**config.mk**
```make
export PLATFORM = sky130hd
export DESIGN_NAME = divider_seq
export DESIGN_NICKNAME = d
export VERILOG_FILES = /design/src/rtl/divider_seq_pkg.sv /design/src/rtl/divider_seq_div_step.sv /design/src/rtl/divider_seq.sv
export SDC_FILE = /design/constraint.sdc
export NUM_CORES = 1
export LEC_CHECK = 0
export CORE_ASPECT_RATIO = 1.5
export CORE_MARGIN = 1
export CORE_UTILIZATION = 35
export CTS_CLUSTER_DIAMETER = 80
export DETAILED_ROUTE_END_ITERATION = 6
export GPL_ROUTABILITY_DRIVEN = 0
export SYNTH_ARGS = -nofsm -noshare
export SYNTH_HDL_FRONTEND = slang
export SYNTH_SLANG_ARGS = --single-unit
```
**constraint.sdc**
```tcl
create_clock -name clk -period 12.57 [get_ports clk]
set_input_delay 1.8855 -clock clk [delete_from_list [all_inputs] [get_ports clk]]
set_output_delay 1.8855 -clock clk [all_outputs]
set_load 0.01 [all_outputs]
```
**src/rtl/divider_seq_pkg.sv**
```systemverilog
// rtl/divider_seq_pkg.sv - shared op/state encodings and width default for the sequential divider
package divider_seq_pkg;

    localparam int WIDTH_DEFAULT = 32;

    typedef enum logic [1:0] {
        OP_DIV  = 2'b00,
        OP_DIVU = 2'b01,
        OP_REM  = 2'b10,
        OP_REMU = 2'b11
    } op_e;

    typedef enum logic [1:0] {
        S_IDLE = 2'b00,
        S_RUN  = 2'b01,
        S_DONE = 2'b10
    } state_e;

    // The high op bit selects remainder, the low op bit selects unsigned.
    function automatic logic op_is_rem(input op_e op);
        return op[1];
    endfunction

    function automatic logic op_is_signed(input op_e op);
        return ~op[0];
    endfunction

endpackage

```
**src/rtl/divider_seq_div_step.sv**
```systemverilog
// rtl/divider_seq_div_step.sv - one restoring-division iteration (shift, trial subtract, select)
//   rem       : partial remainder before this step (always < divisor)
//   quo       : dividend bits not yet consumed in the MSBs, quotient bits collected in the LSBs
//   divisor   : magnitude of the divisor
//   rem_next  : partial remainder after this step
//   quo_next  : quo shifted left with the new quotient bit in bit 0
module div_step
    import divider_seq_pkg::*;
#(
    parameter int Width = WIDTH_DEFAULT
) (
    input  logic [Width-1:0] rem,
    input  logic [Width-1:0] quo,
    input  logic [Width-1:0] divisor,
    output logic [Width-1:0] rem_next,
    output logic [Width-1:0] quo_next
);

    logic [Width:0]   shifted;
    logic [Width:0]   diff;
    logic [Width:0]   rem_wide;
    logic             cout;
    logic             unused_rem_msb;

    assign shifted = {rem, quo[Width-1]};

    // Width+1 bit adder: shifted + ~{0,divisor} + 1. The carry-out is set
    // exactly when shifted >= divisor, i.e. the trial difference is non-negative.
    assign {cout, diff} = {1'b0, shifted} + {1'b0, ~{1'b0, divisor}} + {{(Width+1){1'b0}}, 1'b1};

    assign rem_wide = cout ? diff : shifted;

    // The remainder stays below the divisor, so the top bit of the selected
    // value is always zero and is dropped.
    assign rem_next       = rem_wide[Width-1:0];
    assign unused_rem_msb = rem_wide[Width];

    assign quo_next = {quo[Width-2:0], cout};

endmodule

```
**src/rtl/divider_seq.sv**
```systemverilog
// rtl/divider_seq.sv - multi-cycle restoring divider for DIV/DIVU/REM/REMU
//   clk, reset : clock and synchronous active-high reset
//   start      : request a new operation, only looked at while idle
//   op         : 00 DIV, 01 DIVU, 10 REM, 11 REMU
//   a, b       : dividend and divisor, sampled on the accept edge only
//   busy       : high whenever the FSM is not idle
//   done       : one-cycle pulse when result becomes valid
//   result     : quotient or remainder, held until the next accepted start
module divider_seq
    import divider_seq_pkg::*;
#(
    parameter int Width = WIDTH_DEFAULT
) (
    input  logic             clk,
    input  logic             reset,
    input  logic             start,
    input  logic [1:0]       op,
    input  logic [Width-1:0] a,
    input  logic [Width-1:0] b,
    output logic             busy,
    output logic             done,
    output logic [Width-1:0] result
);

    localparam int CW = $clog2(Width + 1);

    state_e           state;
    logic [CW-1:0]    count;
    logic             rem_sel;
    logic             q_neg;
    logic             r_neg;
    logic [Width-1:0] rem;
    logic [Width-1:0] quo;
    logic [Width-1:0] divisor;
    logic [Width-1:0] rem_next;
    logic [Width-1:0] quo_next;

    op_e              op_in;
    logic             in_signed;
    logic             in_rem;
    logic             a_neg;
    logic             b_neg;
    logic [Width-1:0] a_mag;
    logic [Width-1:0] b_mag;
    logic             div_zero;
    logic             overflow;

    assign op_in     = op_e'(op);
    assign in_signed = op_is_signed(op_in);
    assign in_rem    = op_is_rem(op_in);
    assign a_neg     = in_signed & a[Width-1];
    assign b_neg     = in_signed & b[Width-1];
    assign a_mag     = a_neg ? -a : a;
    assign b_mag     = b_neg ? -b : b;
    assign div_zero  = (b == '0);
    assign overflow  = in_signed && (a == {1'b1, {(Width-1){1'b0}}}) && (b == '1);

    div_step #(.Width(Width)) u_step (
        .rem      (rem),
        .quo      (quo),
        .divisor  (divisor),
        .rem_next (rem_next),
        .quo_next (quo_next)
    );

    always_ff @(posedge clk) begin
        if (reset) begin
            state   <= S_IDLE;
            count   <= '0;
            busy    <= 1'b0;
            done    <= 1'b0;
            result  <= '0;
            rem_sel <= 1'b0;
            q_neg   <= 1'b0;
            r_neg   <= 1'b0;
            rem     <= '0;
            quo     <= '0;
            divisor <= '0;
        end else begin
            case (state)
                S_IDLE: begin
                    done <= 1'b0;
                    if (start) begin
                        rem_sel <= in_rem;
                        busy    <= 1'b1;
                        if (div_zero) begin
                            result <= in_rem ? a : '1;
                            done   <= 1'b1;
                            state  <= S_DONE;
                        end else if (overflow) begin
                            result <= in_rem ? '0 : a;
                            done   <= 1'b1;
                            state  <= S_DONE;
                        end else begin
                            rem     <= '0;
                            quo     <= a_mag;
                            divisor <= b_mag;
                            q_neg   <= a_neg ^ b_neg;
                            r_neg   <= a_neg;
                            count   <= CW'(Width);
                            state   <= S_RUN;
                        end
                    end
                end
                S_RUN: begin
                    rem   <= rem_next;
                    quo   <= quo_next;
                    count <= count - 1'b1;
                    // The last step and the sign fix-up share one edge so done
                    // follows the final iteration without an extra cycle.
                    if (count == CW'(1)) begin
                        if (rem_sel) begin
                            result <= r_neg ? -rem_next : rem_next;
                        end else begin
                            result <= q_neg ? -quo_next : quo_next;
                        end
                        done  <= 1'b1;
                        state <= S_DONE;
                    end
                end
                S_DONE: begin
                    done  <= 1'b0;
                    busy  <= 1'b0;
                    state <= S_IDLE;
                end
                default: begin
                    done  <= 1'b0;
                    busy  <= 1'b0;
                    state <= S_IDLE;
                end
            endcase
        end
    end

endmodule

```
==> Word level (Yosys, flattened, before mapping) <==
Cells that the tools add are included.
{ "classes": {"n_addsub": 7, "eq_ne": 9, "mux": 37, "n_bitwise": 8, "reduce_logical": 11} }
{ "op_table": {"columns": ["operator", "count"], "rows": [
  ["$mux 32", 18],
  ["$pmux 32 s2", 3],
  ["$neg 32->32", 4],
  ["$eq 32x32->1 const B", 2],
  ["$add 33x33->34", 1],
  ["$add 34x1->34 const B", 1],
  ["$not 32->33", 1],
  ["$logic_not 32->1", 1],
  ["$mux 6", 3],
  ["$pmux 6 s2", 1],
  ["$reduce_and 4->1", 3],
  ["$mux 2", 4],
  ["$ne 2x2->1 const B", 4],
  ["$eq 6x1->1 const B", 1],
  ["$reduce_and 2->1", 3],
  ["$sub 6x1->6 const B", 1],
  ["$mux 1", 5],
  ["$not 1->1", 4],
  ["$pmux 1 s2", 2],
  ["$pmux 2 s2", 1],
  ["$ne 3x3->1 const B", 1],
  ["$and 1x1->1", 2],
  ["$eq 2x1->1 const B", 1],
  ["$logic_and 1x1->1", 2],
  ["3 further kinds", 3]
]} }
{ "word_totals": {"ff_bits": 141, "output_inout_bits": 34, "elab_cells": 83} }

==> Longest topological paths before layout <==
{ "logic_depth": {"ltp_word": 9, "depth_mapped": 26} }

==> Hierarchy <==
From an unflattened synthesis, not the netlist that was laid out.
{ "unflattened": {"cells_unflattened": 1609, "area_unflattened_um2": 11731.3} }
{ "by_module_without_submodules": {"columns": ["module", "n_inst", "cells_each", "area_per_inst_um2"], "rows": [
  ["divider_seq", 1, 1206, 9125.0],
  ["div_step", 1, 403, 2606.2]
]} }

==> Least setup slack after synthesis <==
Ideal clock, no wire load.
{ "synth_path": {"path_type": "input-to-reg", "from": "input port b[11]", "to": "register quo[19]", "setup_time_ns": 0.132, "t_arrival_ns": 4.898, "required_time_ns": 12.438, "setup_slack_ns": 7.540, "path_stages": 13, "path_cell_list": "or3_1 > or3_1 > or3_1 > or4_4 > or4_4 > nor3_4 > nor2_2 > and2_4 > o21ba_1 > buf_2 > buf_2 > o211ai_1 > a21oi_1"} }
{ "synth_via": {"elab_chain_cells": 4} }
{ "synth_rtl": {"columns": ["item", "line_no", "source"], "rows": [
  ["start, declared", "divider_seq.sv:19", "input logic [Width-1:0] b,"],
  ["$eq 32x32->1", "divider_seq.sv:56", "assign overflow = in_signed && (a == {1'b1, {(Width-1){1'b0}}}) && (b == '1);"],
  ["$logic_and 1x1->1", "divider_seq.sv:56", null],
  ["$ne 2x2->1 (no line)", null, null],
  ["$reduce_and 4->1 (no line) (*)", null, null],
  ["end signal, assigned", "divider_seq.sv:96", "quo <= a_mag;"],
  ["end signal, assigned", "divider_seq.sv:107", "quo <= quo_next;"],
  ["end, declared", "divider_seq.sv:33", "logic [Width-1:0] quo;"]
]} }
Mark *: on every way between the ends. The rest lies on a longest branch, timed or not.
A chain may end at the register's enable or synchronous reset.

==> Worst setup path after layout <==
{ "layout_path": {"from": "input port b[11]", "to": "register count[5]"} }
{ "layout_via": {"elab_chain_cells": 4} }
{ "layout_rtl": {"columns": ["item", "line_no", "source"], "rows": [
  ["$eq 32x32->1", "divider_seq.sv:56", null],
  ["$logic_and 1x1->1", "divider_seq.sv:56", null],
  ["$ne 2x2->1 (no line)", null, null],
  ["$reduce_and 4->1 (no line) (*)", null, null],
  ["end signal, assigned", "divider_seq.sv:100", "count <= CW'(Width);"],
  ["end signal, assigned", "divider_seq.sv:108", "count <= count - 1'b1;"],
  ["end, declared", "divider_seq.sv:28", "logic [CW-1:0] count;"]
]} }
Marked as above.

==> metrics.cfg <==
[detailed_routing]
routed_wire_length_per_instance_um=18.0
routed_wirelength_mm=36.8
routed-via-count=11500
viasPerCell=5.66
detailedRoute.firstPassIterationCount=5
antenna_violating_nets_post_route=0
first_iter_violations=761
drt_drc_violations_left=0

[final_layout]
nNetsFinal=1728
finish.utilization_pct=41.2
flow.area_growth_from_synthesis_pct=15.1
drive_gt1_share_pct=4.48
antenna-diode-count=0
layout.filler_cells=3339
seq_area_um2=2820
multi_input_area_um2=7970

[clock_network]
numCtsBuffers=17
post_cts.repair.setup_buffers=0
ctsHoldBuffers=0
cts.path.max_buffers=2
ctsHtreeMaxLevel=4
clk_pin_slew_ns=0.06
cts_root_buffer=sky130_fd_sc_hd__clkbuf_16
numClockSinks=141
cts_tree=built
cts-resized-gates=0
clk-insertion-delay-late_ns=0.45

[synthesis]
synth-seq-area-share_pct=24.7
syn-mean-instance-area_um2=7.23
syn_inst=1581
yosys.area.top_type_share_pct=24.7
synth.most_common_cell=sky130_fd_sc_hd__nor2_1
yosys_register_bits=141
synth_top_area_cell=sky130_fd_sc_hd__dfxtp_1
synthTopCellsByArea=sky130_fd_sc_hd__dfxtp_1 (25%), sky130_fd_sc_hd__nor2_1 (8.1%), sky130_fd_sc_hd__a21oi_1 (6.3%), sky130_fd_sc_hd__xnor2_1 (6.2%), sky130_fd_sc_hd__nand2_1 (5.5%)
synth.yosys.warnings=0
synthDistinctLibCells=83
synth-edff-count=0
synth_top_cells_by_count=sky130_fd_sc_hd__nor2_1 (246), sky130_fd_sc_hd__nand2_1 (166), sky130_fd_sc_hd__a21oi_1 (143)
synth_fp_nets=1690
dominantRegCellSynth=sky130_fd_sc_hd__dfxtp_1
asr_flop_ratio_synth_pct=0
netlist_area_um2=11400

[place]
pre_cts_setup_slack_ns=5.56
io_buffers=102
detailed_place_hpwl_mm=27.2

[global_route]
overflow_left_after_global_routing=0
grt_start_max_net_pins=92
via_count_of_the_first_global_routing_pass=11100
grt_usage_pct=22.4
grt_first_pass_wirelength_mm=59.1
met3_usage_pct=2.92
gr-max-usage-layer=met2
gr-usage-met1_pct=27.4
grt_antenna_before_repair=0
grtUsageMet2_pct=39.2

[timing]
worstMarginPinSlew_ns=1.25
final_clock_skew_ns=0.00920
setup_viol_count_final=0
hold_violations=0
slew-limit-headroom_pct=16.5
finalWorstSetupSlack_ns=5.95
report.final.slew_viol_count=0
unrepaired_setup_endpoints_after_global_routing=false
final_period_minus_worst_setup_slack_ns=6.62
timing.setup.tns_ns=0
holdWs_ns=0.454
final.period_utilization_pct=52.7
achievable-frequency_mhz=151

[worst_setup_path]
crit_required_ns=12.85
start_kind=primary input
crit_path_max_fanout=48
critPathKind=in -> reg
endpoint_kind=flip-flop
critPathArrivalTime_ns=6.90

[floorplan]
core_area_um2=31900
num_io_pins=103
num_rows=80
fp.dieH_um=223
x_dimension_of_the_die_um=150
die-area_um2=33400
initial_util_pct=35.8

[status]
outcome=completed

[power_and_ir_drop]
max-vdd-ir-drop_mv=0.0670
power_mw=1.80
pwr_dens_nw_per_um2=137
p_leak_nw=4.71

[worst_hold_path]
hold_path_class=reg -> reg

[run]
number_of_violations_of_the_max_capacitance_limit=0

-- cells by family after synthesis --
family	synth area share, %
compound gates	27.1
xor+xnor	10.7
fa+ha+maj	5.94
buf+inv	5.81
flops	24.7
mux	1.85
simple gates	24.0
-- stage by stage --
stage,cells,cell area [um2]
detailed placement,2010,12600
CTS,2040,13200
global route,2040,13200
floorplan,1581,11400
finish,2040,13200
global placement,2010,12600
-- worst max-delay path, cell delays in order --
cell,delay (ns)
sky130_fd_sc_hd__clkdlybuf4s50_1,0.49
sky130_fd_sc_hd__or3_1,0.43
sky130_fd_sc_hd__or3_1,0.36
sky130_fd_sc_hd__or3_1,0.41
sky130_fd_sc_hd__or4_4,0.46
sky130_fd_sc_hd__or4_4,0.47
sky130_fd_sc_hd__nor3_4,0.13
sky130_fd_sc_hd__buf_4,0.48
sky130_fd_sc_hd__nor2_2,0.17
sky130_fd_sc_hd__and2_4,0.21
sky130_fd_sc_hd__o21bai_4,0.91
sky130_fd_sc_hd__nor4_1,0.16
sky130_fd_sc_hd__xnor2_1,0.19
sky130_fd_sc_hd__a21oi_1,0.08
-- placed cells by master (no fill, tap or decap), types with 5 or more instances in the layout --
master | synthesis | routed
sky130_fd_sc_hd__clkdlybuf4s50_1 | 0 | 101
sky130_fd_sc_hd__ha_1 | 39 | 39
sky130_fd_sc_hd__or2_2 | 8 | 8
sky130_fd_sc_hd__o21ai_0 | 85 | 85
sky130_fd_sc_hd__o211ai_1 | 32 | 32
sky130_fd_sc_hd__nor3_1 | 45 | 45
sky130_fd_sc_hd__a31oi_1 | 11 | 11
sky130_fd_sc_hd__xor2_1 | 58 | 58
sky130_fd_sc_hd__mux2i_1 | 20 | 20
sky130_fd_sc_hd__or3_1 | 22 | 22
sky130_fd_sc_hd__a22oi_1 | 11 | 11
sky130_fd_sc_hd__buf_4 | 4 | 14
sky130_fd_sc_hd__o21bai_1 | 7 | 7
sky130_fd_sc_hd__o2111ai_1 | 5 | 5
sky130_fd_sc_hd__xnor2_1 | 81 | 81
sky130_fd_sc_hd__a221oi_1 | 5 | 5
sky130_fd_sc_hd__o31ai_1 | 36 | 36
sky130_fd_sc_hd__dfxtp_1 | 141 | 141
sky130_fd_sc_hd__nor2_1 | 246 | 244
sky130_fd_sc_hd__a2111oi_0 | 21 | 21
sky130_fd_sc_hd__a21o_1 | 7 | 7
sky130_fd_sc_hd__maj3_1 | 17 | 17
sky130_fd_sc_hd__and3_1 | 6 | 6
sky130_fd_sc_hd__or4_1 | 9 | 9
sky130_fd_sc_hd__nor4_1 | 18 | 18
sky130_fd_sc_hd__a21oi_1 | 143 | 143
sky130_fd_sc_hd__o22ai_1 | 8 | 8
sky130_fd_sc_hd__clkinv_2 | 0 | 7
sky130_fd_sc_hd__nand3_1 | 21 | 21
sky130_fd_sc_hd__clkbuf_16 | 0 | 17
sky130_fd_sc_hd__nand2b_1 | 13 | 12
sky130_fd_sc_hd__nand2_1 | 166 | 165
sky130_fd_sc_hd__inv_1 | 56 | 56
sky130_fd_sc_hd__o221ai_1 | 6 | 6
sky130_fd_sc_hd__o41ai_1 | 10 | 10
sky130_fd_sc_hd__a211oi_1 | 41 | 41
sky130_fd_sc_hd__nand4_1 | 10 | 10
-- cell type report --
class | count | area share (%)
timing repair buffer | 115 | 8.48
clock buffer | 21 | 3.42
sequential | 141 | 21.5
inverter | 57 | 1.63
clock inverter | 9 | 0.552
tap | 410 | 3.90
multi-input combinational | 1287 | 60.6
-- path summary, 6_finish.rpt --
| path | startpoint | to | slack [ns] | cells after the start |
|---|---|---|---|---|
| worst min-delay path | divisor[22] | divisor[22] | 0.45 | 2 |
| worst max register to register | quo[31] | result[18] | 7.23 | 18 |
| worst max-delay path | b[11] | count[5] | 5.95 | 14 |
| worst min register to register | divisor[22] | divisor[22] | 0.45 | 2 |
-- metal layers --
layer / up-vias / wire length, um
met4: 0 / 1040
met2: 313 / 18300
met5: - / 0
met1: 5391 / 15900
met3: 63 / 1530
li1: 5781 / -
-- state kept, by name (all words and copies together) (netlist names) --
signal / count
q_neg: 1
done: 1
rem: 32
busy: 1
quo: 32
divisor: 32
r_neg: 1
state: 2
rem_sel: 1
result: 32
count: 6
-- power by group --
part	internal [mW]	switching, mW
clock network	0.272	0.198
registers	0.483	0.0405
logic	0.299	0.512
total	1.05	0.751
(Power assumes the default switching activity.)
